File: config.mk
export PLATFORM = sky130hd
export DESIGN_NAME = coeff_bank_ctrl
export DESIGN_NICKNAME = d
export VERILOG_FILES = /design/src/rtl/coeff_bank_ctrl.sv
export SDC_FILE = /design/constraint.sdc
export NUM_CORES = 1
export LEC_CHECK = 0
export BUFFER_PORTS_ARGS = -buffer_cell sky130_fd_sc_hd__buf_2
export CELL_PAD_IN_SITES_DETAIL_PLACEMENT = 1
export CELL_PAD_IN_SITES_GLOBAL_PLACEMENT = 2
export CORE_UTILIZATION = 23
export DETAILED_ROUTE_END_ITERATION = 8
export GPL_TIMING_DRIVEN = 0
export PLACE_DENSITY_LB_ADDON = 0.1
export SLEW_MARGIN = 20
export SYNTH_ARGS = -nofsm -noshare
export SYNTH_HDL_FRONTEND = slang
export SYNTH_SLANG_ARGS = --single-unit
File: constraint.sdc
create_clock -name clk -period 2.09 [get_ports clk]
set_clock_uncertainty 0.05 [all_clocks]
set_input_delay 0.209 -clock clk [delete_from_list [all_inputs] [get_ports clk]]
set_output_delay 0.209 -clock clk [all_outputs]
set_load 0.005 [all_outputs]
File: src/rtl/coeff_bank_ctrl.sv
// coeff_bank_ctrl: ping-pong coefficient bank controller for the 2D FIR.
// Ports: clk/rst; vs_i; host write/commit; BRAM port A (write) and port B
// (read); coefficient stream (vld/idx/val/upd); bank and error status.

module coeff_bank_ctrl #(
  parameter int NCOEFF      = 25,
  parameter int BANK_STRIDE = 32,
  parameter int ADDR_W      = 6,
  parameter int WIDTH       = 32
) (
  input  logic                     clk,
  input  logic                     rst,
  input  logic                     vs_i,
  input  logic                     host_we,
  input  logic [4:0]               host_addr,
  input  logic [WIDTH-1:0]         host_data,
  input  logic                     host_commit,
  output logic                     bram_we_a,
  output logic [ADDR_W-1:0]        bram_addr_a,
  output logic [WIDTH-1:0]         bram_din_a,
  output logic [ADDR_W-1:0]        bram_addr_b,
  input  logic [WIDTH-1:0]         bram_dout_b,
  output logic                     coeff_vld,
  output logic [4:0]               coeff_idx,
  output logic signed [15:0]       coeff_val,
  output logic                     coeff_upd,
  output logic                     active_bank,
  output logic                     commit_pending,
  output logic                     wr_err,
  output logic                     vs_overrun
);

  typedef enum logic [1:0] {
    S_IDLE,
    S_LOAD,
    S_FLUSH,
    S_DONE
  } state_t;

  localparam logic [4:0] LAST_IDX = 5'(NCOEFF - 1);
  localparam logic [ADDR_W-1:0] STRIDE = ADDR_W'(BANK_STRIDE);

  function automatic logic [ADDR_W-1:0] bank_addr(
    input logic       bank,
    input logic [4:0] i
  );
    return (bank ? STRIDE : '0) + ADDR_W'(i);
  endfunction

  state_t     state;
  logic [4:0] idx;
  logic       vs_q;
  logic       vs_rise;
  logic       wr_ok;
  logic       unused_dout_hi;

  assign vs_rise = vs_i & ~vs_q;

  // Shadow bank is frozen from commit until the swap.
  assign wr_ok = host_we
              && (host_addr <= LAST_IDX)
              && !commit_pending;

  assign bram_addr_b = (state == S_LOAD)
                     ? bank_addr(active_bank, idx)
                     : '0;

  assign coeff_val = coeff_vld ? bram_dout_b[15:0] : '0;

  assign unused_dout_hi = ^bram_dout_b[WIDTH-1:16];

  always_ff @(posedge clk) begin
    if (rst) begin
      state          <= S_IDLE;
      idx            <= '0;
      vs_q           <= 1'b0;
      bram_we_a      <= 1'b0;
      bram_addr_a    <= '0;
      bram_din_a     <= '0;
      coeff_vld      <= 1'b0;
      coeff_idx      <= '0;
      coeff_upd      <= 1'b0;
      active_bank    <= 1'b0;
      commit_pending <= 1'b0;
      wr_err         <= 1'b0;
      vs_overrun     <= 1'b0;
    end else begin
      vs_q       <= vs_i;
      bram_we_a  <= wr_ok;
      wr_err     <= host_we && !wr_ok;
      vs_overrun <= vs_rise && (state != S_IDLE);
      coeff_vld  <= (state == S_LOAD);
      coeff_idx  <= (state == S_LOAD) ? idx : '0;
      coeff_upd  <= (state == S_FLUSH);

      if (wr_ok) begin
        bram_addr_a <= bank_addr(~active_bank, host_addr);
        bram_din_a  <= host_data;
      end

      // A swap in IDLE below overrides this set.
      if (host_commit) commit_pending <= 1'b1;

      unique case (state)
        S_IDLE: begin
          if (vs_rise) begin
            state <= S_LOAD;
            idx   <= '0;
            if (commit_pending) begin
              active_bank    <= ~active_bank;
              commit_pending <= 1'b0;
            end
          end
        end
        S_LOAD: begin
          if (idx == LAST_IDX) state <= S_FLUSH;
          else idx <= idx + 5'd1;
        end
        S_FLUSH: state <= S_DONE;
        S_DONE:  state <= S_IDLE;
        default: state <= S_IDLE;
      endcase
    end
  end

endmodule

**Word level (Yosys, flattened, before mapping)**

Index checks and enable logic that the tools add are counted.

- Input port bits: 74
- Register bits after elaboration: 58

- Add/subtract/negate cells: 3
- Reduce and logical (&&, ||, !) cells: 13
- Order comparisons: 1
- Eq/ne operators: 7
- Muxes and demuxes: 14
- Bitwise gates (word level): 4

Operators by type and width:

| operator | number |
|---|---|
| 2-to-1 mux 6 bit | 3 |
| 2-to-1 mux 16 bit | 1 |
| adder 6 x 5 -> 6 bit | 2 |
| 2-to-1 mux 5 bit | 2 |
| case mux 5 bit (2 select lines) | 1 |
| case mux 2 bit (4 select lines) | 1 |
| AND reduction 3 bit | 2 |
| adder 5 x 1 -> 5 bit (second input constant) | 1 |
| == test 5 bit (second input constant) | 1 |
| less-or-equal comparator 5 bit (second input constant) | 1 |
| == test 2 bit (second input constant) | 2 |
| logical AND 1 bit | 4 |
| 2-to-1 mux 1 bit | 4 |
| 2-to-1 mux 2 bit | 2 |
| != test 2 bit (second input constant) | 2 |
| nonzero test 2 bit | 2 |
| NOT 1 bit | 3 |
| == test 2 x 1 -> 1 bit (second input constant) | 1 |
| logical NOT 1 bit | 2 |
| logical NOT 2 bit | 1 |
| != test 2 x 1 -> 1 bit (second input constant) | 1 |
| AND reduction 2 bit | 1 |
| OR reduction 2 bit | 1 |
| bitwise AND 1 bit | 1 |

**Depth between registers and ports, before layout**

- Word-level depth: 5
- Depth in mapped cells: 6
- Mapped depth without buffers: 5

**Worst setup path after synthesis**

Ideal clock, no wire load.

- Path kind: input-to-reg
- From: input host_addr[0]
- To: register bram_addr_a[5]
- Cell stages on the path: 4
- Required time: 1.917 ns
- Path slack: 0.578 ns
- Arrival: 1.338 ns
- Path through: or3_1 -> a31oi_2 -> buf_6 -> mux2_1

- Longest elaborated chain between the ends: 3
- Elaborated cells between the ends (all ways): 4
- Classes of those cells: add/sub (1); order compare (1); reduce/logical (2)

RTL lines:

| what | line | text |
|---|---|---|
| from (decl) | 15 | `input logic [4:0] host_addr,` |
| less-or-equal comparator 5 bit | 61 | `&& (host_addr <= LAST_IDX)` |
| logical AND 1 bit | 61 |  |
| logical AND 1 bit | 62 | `&& !commit_pending;` |
| to (signal assigned) | 97 | `bram_addr_a <= bank_addr(~active_bank, host_addr);` |
| to (decl) | 19 | `output logic [ADDR_W-1:0] bram_addr_a,` |

Several ways; a longest one is shown, not always the timed one.
A chain may end at the register's enable or synchronous reset.

**Worst setup path in the final report**

- From: register state[1]
- To: output bram_addr_b[1]

- Longest elaborated chain between the ends: 2

RTL lines:

| what | line | text |
|---|---|---|
| from (decl) | 50 | `state_t state;` |
| from (signal assigned) | 74 | `state <= S_IDLE;` |
| from (signal assigned) | 107 | `state <= S_LOAD;` |
| from (signal assigned) | 116 | `if (idx == LAST_IDX) state <= S_FLUSH;` |
| == test 2 x 1 -> 1 bit | 64 | `assign bram_addr_b = (state == S_LOAD)` |
| 2-to-1 mux 6 bit | 65 | `? bank_addr(active_bank, idx)` |
| to (decl) | 21 | `output logic [ADDR_W-1:0] bram_addr_b,` |

No other way between the ends.

==> flow_metrics.env <==
export IMPL_cts_tree="built"
export IMPL_synth_top_area_share_pct=47.3
export IMPL_wl_per_cell_um=13.3
export IMPL_first_iter_violations=43
export IMPL_start_util_pct=23.8
export IMPL_path_class="reg -> out"
export IMPL_seqCellArea_um2=1160
export IMPL_grt_pass1_vias=2388
export IMPL_ys_seq_area_share_pct=47.3
export IMPL_end_kind="output pin"
export IMPL_viasPerCell=4.24
export IMPL_netlist_area_um2=2460
export IMPL_finalMaxSlewViolations=0
export IMPL_synth_top_family_by_area="simple AND/OR/NAND/NOR gates"
export IMPL_dieWidth_um=105
export IMPL_synth_fp_nets=350
export IMPL_synth_compound_area_share_pct=5.30
export IMPL_layout_drive_gt1_share_pct=36.1
export IMPL_root_buffer="clkbuf_8"
export IMPL_num_vias=2335
export IMPL_setup_violations=0
export IMPL_synth_edff_count=0
export IMPL_num_rows=37
export IMPL_cpMaxStageDelayCell="dfxtp_1"
export IMPL_synth_area_mux_share_pct=15.9
export IMPL_ios=146
export IMPL_dpl_hpwl_um=5600
export IMPL_r2r_cells=5
export IMPL_die_area_um2=11100
export IMPL_grt_usage_pct=13.8
export IMPL_worstMarginPinSlew_ns=0.533
export IMPL_yosys_register_bits=58
export IMPL_nFillCells=1263
export IMPL_power_density_nw_per_um2=913
export IMPL_avgSynthCellArea_um2=9.10
export IMPL_post_cts_resized=0
export IMPL_place_gp_congestion=0.718
export IMPL_slowest_delay_ns=0.33
export IMPL_path_clk_slew_ns=0.07
export IMPL_hold_path_class="in -> reg"
export IMPL_synth_xor_area_share_pct=0.356
export IMPL_antenna_cells=0
export IMPL_yosys_area_top_type="dfxtp_1"
export IMPL_grt_first_pass_wirelength_um=12000
export IMPL_grt_start_max_net_pins=11
export IMPL_finalHoldViolations=0
export IMPL_yosys_top_cells_area="dfxtp_1 (47%), mux2i_1 (15%), nand2_1 (12%)"
export IMPL_min_period_over_period_pct=91.7
export IMPL_postCtsSetupBuffers=0
export IMPL_ys_warn_count=0
export IMPL_synth_most_common_cell="nand2_1"
export IMPL_critPathMaxFanout=10
export IMPL_cts_hold_buf=0
export IMPL_dp_slack_ns=0.325
export IMPL_synth_fa_ha_area_share_pct=3.05
export IMPL_reg2reg_setup_slack_ns=0.36
export IMPL_multi_input_area_um2=1190
export IMPL_synthCells=270
export IMPL_synth_ff_type="dfxtp_1"
export IMPL_status="finished, final reports clean"
export IMPL_overflow=0
export IMPL_cts_max_path_buffers=2
export IMPL_hold_depth=2
export IMPL_dieHeight_um=105
export IMPL_numCtsBuffers=9
export IMPL_drcViolationCount=0
export IMPL_power_leakage_nw=1.71
export IMPL_clk_latency_ns=0.33
export IMPL_synth_simple_area_share_pct=23.7
export IMPL_ctsHtreeMaxLevel=3
export IMPL_cp_start_kind="register"
export IMPL_ant_nets=0
export IMPL_finalNetCount=490
export IMPL_wirelength_um=7340
export IMPL_fin_util_pct=34.0
export IMPL_port_buffers=129
export IMPL_ys_types=33
export IMPL_cts_sink_count=58
export IMPL_rsz0062_at_grt="no"
export IMPL_synth_commonest_cells="nand2_1 (79), dfxtp_1 (58), mux2i_1 (38), and2_1 (22), clkbuf_1 (11)"
export IMPL_maxCapViolations=0
export IMPL_antenna_found_initial=0
export IMPL_worstPathCellList="inv_1 > ha_1 > clkinv_1 > nor2_1 > buf_2"
export IMPL_ir_drop_uv=251
export IMPL_drt_pass1_iter_count=3
export IMPL_period_minus_slack_ns=1.92
export IMPL_crit_required_ns=1.83
export IMPL_coreArea_um2=10300
export IMPL_area_growth_pct=42.7
export IMPL_fin_setup_tns_ns=0
export IMPL_setup_slack_ns=0.173
export IMPL_synth_async_sr_flop_share_pct=0
export IMPL_relSlewSlack_pct=64.5
export IMPL_cp_arrival_ns=1.66
export IMPL_max_freq_ghz=0.522
-- state kept, by name, summed over array words and instances, names as in the netlist --
| signal | cells |
|---|---|
| coeff_upd | 1 |
| vs_overrun | 1 |
| idx | 5 |
| bram_addr_a | 6 |
| coeff_idx | 5 |
| vs_q | 1 |
| bram_din_a | 32 |
| active_bank | 1 |
| commit_pending | 1 |
| bram_we_a | 1 |
| coeff_vld | 1 |
| state | 2 |
| wr_err | 1 |
-- critical path, delay by kind of cell, from the launching register on --
| family | cells | cell delay [ns] |
|---|---|---|
| buf+inv | 3 | 0.54 |
| flops | 1 | 0.33 |
| fa+ha+maj | 1 | 0.30 |
| simple gates | 1 | 0.16 |
-- cell usage in the layout, fill, tap and decap left out, types with 5 or more instances in the layout --
| cell type | netlist | final |
|---|---|---|
| and2_1 | 22 | 22 |
| inv_1 | 7 | 7 |
| buf_2 | 0 | 129 |
| clkbuf_8 | 0 | 9 |
| nor2_1 | 5 | 5 |
| nor2b_1 | 5 | 5 |
| mux2i_1 | 38 | 38 |
| clkbuf_1 | 11 | 13 |
| nand2_1 | 79 | 79 |
| ha_1 | 6 | 6 |
| dfxtp_1 | 58 | 58 |
-- power breakdown --
group | total [mW] | switching (mW) | internal, mW
logic | 0.681 | 0.368 | 0.314
clock network | 1.25 | 0.459 | 0.791
registers | 1.27 | 0.0658 | 1.21
total | 3.20 | 0.892 | 2.31
-- logic make-up after synthesis --
| logic type | Yosys count |
|---|---|
| flip-flops | 58 |
| AND/OR/NAND/NOR | 127 |
| XOR/XNOR | 1 |
| multiplexers | 39 |
| AO/OA/AOI/OAI | 15 |
| buffers and inverters | 24 |
| adder cells (fa/ha/maj) | 6 |
-- layer usage --
metal  track usage [%]  part of all wire [%]
met1              16.4                    45
met2              22.7                    47
met3              5.19                   6.7
met4              4.53                   1.2
met5                 0                     0
-- through the flow --
step           instance area (um2)  hold slack [ns]  instances  power (mW)
2_1_floorplan                 2460            0.231        270        1.69
3_3_place_gp                  3270            0.386        535        1.98
3_5_place_dp                  3270            0.394        535        2.00
4_1_cts                       3510           0.0280        551        3.27
5_1_grt                       3510           0.0268        551        3.42
6_report                      3510           0.0478        551        3.20
-- final timing paths --
kind                                                 start                    endpoint
worst min register to register  bram_din_a[6]$_SDFFE_PP0P_  bram_din_a[6]$_SDFFE_PP0P_
worst max-delay path                 state[1]$_SDFFE_PP0P_              bram_addr_b[1]
worst max register to register       state[1]$_SDFFE_PP0P_         idx[3]$_SDFFE_PP0P_
worst min-delay path                           host_commit   commit_pending$_SDFF_PP0_
-- final cells by class --
| class | instances | area share, % |
|---|---|---|
| flip-flops and latches | 58 | 33.1 |
| repair buffers | 129 | 18.4 |
| well taps | 136 | 4.85 |
| plain buffers | 15 | 2.14 |
| clock buffers | 11 | 3.75 |
| inverters | 9 | 0.963 |
| multi-input cells | 188 | 33.9 |
| clock inverters | 5 | 2.93 |
Note: power is estimated with default switching activity, not from simulation.
